File: src/rtl/slide_enhance_prep.sv
// Luma-mean driven dark-enhance curve with original/enhanced slide outputs; fixed 3-cycle video latency.
// No backpressure: every input cycle is accepted and emerges 3 cycles later; gain adapts once per frame.
module slide_enhance_prep #(
    parameter int C_AVG_SHIFT = 21,
    parameter int C_GAIN_STEP = 4,
    parameter int C_GAIN_INIT = 0
) (
    input  logic        i_clk,
    input  logic        i_rst,
    input  logic        i_vid_vde,
    input  logic        i_vid_hsync,
    input  logic        i_vid_vsync,
    input  logic [23:0] i_vid_data,
    output logic        o_vid_vde,
    output logic        o_vid_hsync,
    output logic        o_vid_vsync,
    output logic [23:0] o_vid_data1,
    output logic [23:0] o_vid_data2,
    output logic [7:0]  o_mean_luma,
    output logic [7:0]  o_gain
);

    typedef enum logic [1:0] {ST_WAIT, ST_ACCUM, ST_CALC, ST_SMOOTH} state_t;

    localparam logic [7:0] GAIN_INIT = 8'(C_GAIN_INIT);
    localparam logic [8:0] GAIN_STEP = 9'(C_GAIN_STEP);

    state_t      state;
    logic        vs_q;
    logic [31:0] sum;
    logic [31:0] stats;
    logic [7:0]  target;
    logic [7:0]  gain;
    logic [7:0]  mean;

    logic        vs_fall;
    logic [15:0] luma_full;
    logic [7:0]  luma;
    logic [32:0] sum_wide;
    logic [31:0] sum_acc;
    logic [31:0] mean_wide;
    logic [7:0]  mean_calc;
    logic [9:0]  dbl;
    logic [7:0]  target_calc;
    logic [7:0]  diff;
    logic [7:0]  gain_next;

    // Pipeline registers
    logic        s1_vde, s1_hs, s1_vs;
    logic [23:0] s1_x;
    logic [2:0][15:0] s1_d;
    logic        s2_vde, s2_hs, s2_vs;
    logic [23:0] s2_x;
    logic [2:0][9:0]  s2_e;

    logic [2:0][15:0] d_c;
    logic [2:0][23:0] prod_c;
    logic [2:0][9:0]  e_c;
    logic [2:0][10:0] sat_c;
    logic [2:0][7:0]  y_c;

    assign vs_fall   = vs_q & ~i_vid_vsync;
    assign luma_full = 16'd77  * 16'(i_vid_data[23:16])
                     + 16'd150 * 16'(i_vid_data[15:8])
                     + 16'd29  * 16'(i_vid_data[7:0]);
    assign luma      = 8'(luma_full >> 8);
    assign sum_wide  = {1'b0, sum} + 33'(luma);
    assign sum_acc   = !i_vid_vde ? sum : (sum_wide[32] ? 32'hFFFF_FFFF : sum_wide[31:0]);

    always_comb begin
        mean_wide   = stats >> C_AVG_SHIFT;
        mean_calc   = (mean_wide > 32'd255) ? 8'd255 : mean_wide[7:0];
        dbl         = (10'd128 - 10'(mean_calc)) << 1;
        target_calc = 8'd0;
        if (mean_calc < 8'd128)
            target_calc = (dbl > 10'd255) ? 8'd255 : dbl[7:0];
    end

    // Step toward target, snapping onto it when within one step.
    always_comb begin
        diff      = 8'd0;
        gain_next = gain;
        if (target > gain) begin
            diff      = target - gain;
            gain_next = ({1'b0, diff} > GAIN_STEP) ? gain + 8'(GAIN_STEP) : target;
        end else if (target < gain) begin
            diff      = gain - target;
            gain_next = ({1'b0, diff} > GAIN_STEP) ? gain - 8'(GAIN_STEP) : target;
        end
    end

    always_ff @(posedge i_clk) begin
        if (i_rst) begin
            state  <= ST_WAIT;
            vs_q   <= 1'b0;
            sum    <= '0;
            stats  <= '0;
            target <= '0;
            mean   <= '0;
            gain   <= GAIN_INIT;
        end else begin
            vs_q <= i_vid_vsync;
            case (state)
                ST_WAIT: begin
                    if (vs_fall) begin
                        sum   <= '0;
                        state <= ST_ACCUM;
                    end
                end
                ST_ACCUM: begin
                    if (vs_fall) begin
                        stats <= sum;
                        sum   <= i_vid_vde ? 32'(luma) : 32'd0;
                        state <= ST_CALC;
                    end else begin
                        sum <= sum_acc;
                    end
                end
                ST_CALC: begin
                    sum    <= sum_acc;
                    mean   <= mean_calc;
                    target <= target_calc;
                    state  <= ST_SMOOTH;
                end
                default: begin
                    sum   <= sum_acc;
                    gain  <= gain_next;
                    state <= ST_ACCUM;
                end
            endcase
        end
    end

    // Curve: x + (x*(255-x)*gain >> 14), clamped at 255 per channel.
    always_comb begin
        for (int c = 0; c < 3; c++) begin
            d_c[c]    = 16'(i_vid_data[8*c +: 8]) * 16'(8'd255 - i_vid_data[8*c +: 8]);
            prod_c[c] = 24'(s1_d[c]) * 24'(gain);
            e_c[c]    = 10'(prod_c[c] >> 14);
            sat_c[c]  = 11'(s2_x[8*c +: 8]) + 11'(s2_e[c]);
            y_c[c]    = (sat_c[c] > 11'd255) ? 8'hFF : sat_c[c][7:0];
        end
    end

    always_ff @(posedge i_clk) begin
        if (i_rst) begin
            s1_vde      <= 1'b0;
            s1_hs       <= 1'b0;
            s1_vs       <= 1'b0;
            s1_x        <= '0;
            s1_d        <= '0;
            s2_vde      <= 1'b0;
            s2_hs       <= 1'b0;
            s2_vs       <= 1'b0;
            s2_x        <= '0;
            s2_e        <= '0;
            o_vid_vde   <= 1'b0;
            o_vid_hsync <= 1'b0;
            o_vid_vsync <= 1'b0;
            o_vid_data1 <= '0;
            o_vid_data2 <= '0;
        end else begin
            s1_vde      <= i_vid_vde;
            s1_hs       <= i_vid_hsync;
            s1_vs       <= i_vid_vsync;
            s1_x        <= i_vid_data;
            s1_d        <= d_c;
            s2_vde      <= s1_vde;
            s2_hs       <= s1_hs;
            s2_vs       <= s1_vs;
            s2_x        <= s1_x;
            s2_e        <= e_c;
            o_vid_vde   <= s2_vde;
            o_vid_hsync <= s2_hs;
            o_vid_vsync <= s2_vs;
            if (s2_vde) begin
                o_vid_data1 <= s2_x;
                o_vid_data2 <= y_c;
            end
        end
    end

    assign o_mean_luma = mean;
    assign o_gain      = gain;

endmodule
File: config.mk
export PLATFORM = sky130hd
export DESIGN_NAME = slide_enhance_prep
export DESIGN_NICKNAME = d
export VERILOG_FILES = /design/src/rtl/slide_enhance_prep.sv
export SDC_FILE = /design/constraint.sdc
export NUM_CORES = 2
export LEC_CHECK = 0
export ABC_AREA = 1
export CAP_MARGIN = 10
export CORE_MARGIN = 2
export CORE_UTILIZATION = 61
export CTS_BUF_LIST = sky130_fd_sc_hd__clkbuf_16
export DETAILED_ROUTE_END_ITERATION = 10
export HOLD_SLACK_MARGIN = 0.06
export PLACE_DENSITY = 0.86
export RECOVER_POWER = 100
export SETUP_SLACK_MARGIN = 0.4
export SLEW_MARGIN = 20
export SYNTH_ARGS = -nofsm -noshare
export SYNTH_HDL_FRONTEND = slang
export SYNTH_SLANG_ARGS = --single-unit
File: constraint.sdc
create_clock -name i_clk -period 10.8 [get_ports i_clk]
set_clock_uncertainty 0.05 [all_clocks]
set_input_delay 3.24 -clock i_clk [delete_from_list [all_inputs] [get_ports i_clk]]
set_output_delay 3.24 -clock i_clk [all_outputs]
set_load 0.02 [all_outputs]
==> impl_metrics.csv <==
group,metric,value,unit
sta,tns,0,ns
clocking,ctsHtreeMaxLevel,1,
synth,synth_top_area_share,23.4,%
sta,final-max-slew-violation-count,383,
pwr,p_total,9.06,mW
route,num_vias,28200,
global_route,overflow,0,
critical_path,max_stage_delay_on_crit_path,0.55,ns
finish,insertedDiodeCount,0,
critical_path,cp_data_required_time,11.10,ns
critical_path,critical_path.endpoint_type,"flip-flop",
route,remaining_drc_errors,0,
floorplan,die_h,234,um
synth,synth.area.top_cells,"sky130_fd_sc_hd__fa_1 (23%), sky130_fd_sc_hd__ha_1 (17%), sky130_fd_sc_hd__dfxtp_1 (15%)",
sta,grt_setup_unrepaired,"false",
place,gp_congestion,0.963,
global_route,grt_use_met2,51.2,%
synth,synth.avg_cell_area,7.41,um2
floorplan,placement_rows,84,
sta,max-slew-margin-rel,-179,%
route,drt_first_iter_violations,2362,
global_route,grt_util_met1,40.6,%
floorplan,initial_core_util,61.6,%
clocking,ctsLongestPathBuffers,3,
synth,synth_xor_xnor_area_share,1.36,%
critical_path,critical_path.most_common_cell,"sky130_fd_sc_hd__nand2_1",
route,detail_route.wl_per_cell,15.8,um
critical_path,worst-path-buf-inv,6,
hold_path,class_of_the_tightest_hold_or_removal_check,"reg -> reg",
synth,netlist.top_cell.by_area,"sky130_fd_sc_hd__fa_1",
synth,synth_compound_area_share,8.70,%
critical_path,critical_path.max_fanout,8,
place,pre_cts_ws,-0.364,ns
global_route,globalRoute.busiestLayer,"met2",
floorplan,dieArea,54800,um2
sta,period_share,93.8,%
global_route,grt_antenna_before_repair,0,
sta,worst-slew-pin-transition,4.19,ns
place,portBuffers,95,
critical_path,arrival,10.43,ns
synth,synth_top_family_by_area,"adder cells",
synth,ys_ff_latch,249,
finish,post_layout_nonfiller_instances,5151,
route,drt.antenna.violating_nets,0,
critical_path,critical-path-slowest-cell,"sky130_fd_sc_hd__fa_1",
route,via_to_cell_ratio,5.47,
clocking,cts.hold.buffers_added,0,
sta,final_period_minus_worst_setup_slack,10.13,ns
synth,synth_mux_area_share,0,%
floorplan,die_width,234,um
critical_path,critical_path.startpoint_type,"primary input",
clocking,clock_insertion_delay_at_the_later_pin_of_the_skew_report,0.60,ns
synth,syn-num-nets,5198,
finish,stdcell_area,35400,um2
sta,max_freq,98.7,MHz
finish,layout-drive-gt1-share,5.38,%
sta,hold_viol,0,
finish,fill_cells,4100,
global_route,grt_pass1_wl,137000,um
synth,yosys.area_share.adder,40.3,%
global_route,maximum_number_of_pins_on_one_net_before_global_route_repair,93,
sta,setup-violations-final,0,
synth,sequential_cell_area_fraction_in_the_yosys_report,15.4,%
synth,synth_edf_count,0,
finish,areaGrowthSynthToFinish,9.72,%
clocking,cts_buffers,29,
sta,setup_ws,0.668,ns
pwr,power_leakage,19.5,nW
pwr,power_per_cell_area,256,nW/um2
run_status,violations,"max-capacitance violations, max-slew violations",
global_route,grt.total_usage,30.6,%
synth,synth.cell_area,32300,um2
clocking,cts.root.buffer_cell,"sky130_fd_sc_hd__clkbuf_16",
route,routed_wirelength,81200,um
clocking,clkSinkCount,249,
synth,asyncSetResetFlopFracSynth,0,%
synth,postSynth.topFlopCell,"sky130_fd_sc_hd__dfxtp_1",
place,placedCellCount,5093,
sta,hold-worst-slack,0.340,ns
run_status,outcome,"finished, violations left",
finish,regArea,4990,um2
global_route,globalRouteMet3Util,4.16,%
synth,synth_simple_gate_area_share,21.0,%
finish,multi_input_comb_area,23300,um2
global_route,first_global_vias,28500,
floorplan,io_pins,96,
finish,layout.nets,5283,
synth,synth.distinct_cells,55,
floorplan,fp.coreArea,52400,um2
critical_path,worst_path_class_setup,"in -> reg",
clocking,clock_tree_from_tritoncts,"yes",
pwr,vdd.ir_drop.worst,0.000698,V
place,placed_area,34200,um2
synth,warnings_synthesis,0,
critical_path,cp_top_family,"adder cells",
synth,syn_inst,4355,
clocking,clk_transition_reported_paths,0.06,ns
place,hpwlAfterDp,62100,um
flow_run,max-cap-violations,7,
route,first_pass_iters,6,
finish,final_core_utilization,67.6,%
-- area by class of cell --
class                   count  share of cell area, %
clock inverters            25                  0.614
repair buffers            193                   4.75
clock buffers              29                   2.05
inverters                 971                   10.3
well taps                 688                   2.43
multi-input cells        2996                   65.8
flip-flops and latches    249                   14.1
-- worst min-delay path, delay by kind of cell (launching register included) --
kind          cells  cell delay [ns]
simple gates      1             0.03
buf+inv           1             0.04
flops             1             0.29
-- worst paths after layout --
| kind | start | slack [ns] | to | cells past startpoint |
|---|---|---|---|---|
| setup / recovery | i_vid_data[8] | 0.67 | sum[30] | 39 |
| hold / removal | s1_x[6] | 0.34 | s2_x[6] | 2 |
| setup reg to reg | o_gain[5] | 4.14 | s2_e[4] | 15 |
| hold reg to reg | s1_x[6] | 0.34 | s2_x[6] | 2 |
-- logic make-up (layout without fill, tap and decap cells) --
kind of cell,count (synthesis),in the layout
DFF,249,249
and+or+nand+nor,1627,1627
AOI/OAI and AO/OA,505,505
buffers and inverters,1110,1218
adders and majority gates,814,814
xor gates and xnor gates,50,50
-- cell usage in the layout, fill, tap and decap left out, types with 29 or more instances in the layout --
master	synthesis	routed
sky130_fd_sc_hd__buf_4	1	85
sky130_fd_sc_hd__nand2_1	914	907
sky130_fd_sc_hd__nand4_1	36	36
sky130_fd_sc_hd__nor2_1	412	407
sky130_fd_sc_hd__ha_1	436	427
sky130_fd_sc_hd__o21ai_0	152	147
sky130_fd_sc_hd__clkbuf_16	0	29
sky130_fd_sc_hd__inv_1	951	952
sky130_fd_sc_hd__fa_1	378	378
sky130_fd_sc_hd__a21oi_1	234	231
sky130_fd_sc_hd__xor2_1	31	29
sky130_fd_sc_hd__dlygate4sd3_1	0	67
sky130_fd_sc_hd__dfxtp_1	249	242
sky130_fd_sc_hd__nand3_1	169	166
-- cells in the mapped netlist (all sizes together) (2+ instances only) --
| cell type | n |
|---|---|
| nand3 | 177 |
| nand3b | 7 |
| o21ai | 168 |
| nor2 | 427 |
| ha | 436 |
| a21oi | 235 |
| dfxtp | 249 |
| nor4 | 8 |
| nor3 | 32 |
| nand4 | 36 |
| xor2 | 31 |
| a21boi | 5 |
| a21o | 27 |
| a31oi | 13 |
| a221oi | 3 |
| o21a | 8 |
| o21bai | 28 |
| clkbuf | 108 |
| fa | 378 |
| xnor2 | 19 |
| nand2 | 928 |
| inv | 962 |
| clkinv | 9 |
| buf | 31 |
| o22ai | 2 |
| and2 | 5 |
| or2 | 6 |
| o211ai | 12 |
-- repair_timing --
item | 4_1_cts | 5_1_grt
setup buffers | 0 | 4
pin swaps | 5 | 25
setup endpoints to repair | 32 | 32
resized for setup | 15 | 42
-- power by group --
group,internal [mW],switching (mW)
Sequential,1.05,0.223
Combinational,2.82,3.97
Clock,0.547,0.435
Total,4.42,4.63
-- sequential cells by signal (all words and copies together), names as in the netlist --
| signal | flops |
|---|---|
| o_gain | 8 |
| o_mean_luma | 8 |
| o_vid_data1 | 24 |
| o_vid_data2 | 24 |
| o_vid_hsync | 1 |
| o_vid_vde | 1 |
| o_vid_vsync | 1 |
| s1_d | 45 |
| s1_hs | 1 |
| s1_vde | 1 |
| s1_vs | 1 |
| s1_x | 24 |
| s2_e | 30 |
| s2_hs | 1 |
| s2_vde | 1 |
| s2_vs | 1 |
| s2_x | 24 |
| state | 2 |
| stats | 11 |
| sum | 32 |
| target | 8 |
-- per-layer routing --
layer  vias to the layer above  share of wire, %
met5                         -                 0
met4                         0               3.3
met3                       206               8.2
met2                      1199                47
met1                     13300                42
li1                      13500                 -
(Power assumes the default switching activity.)
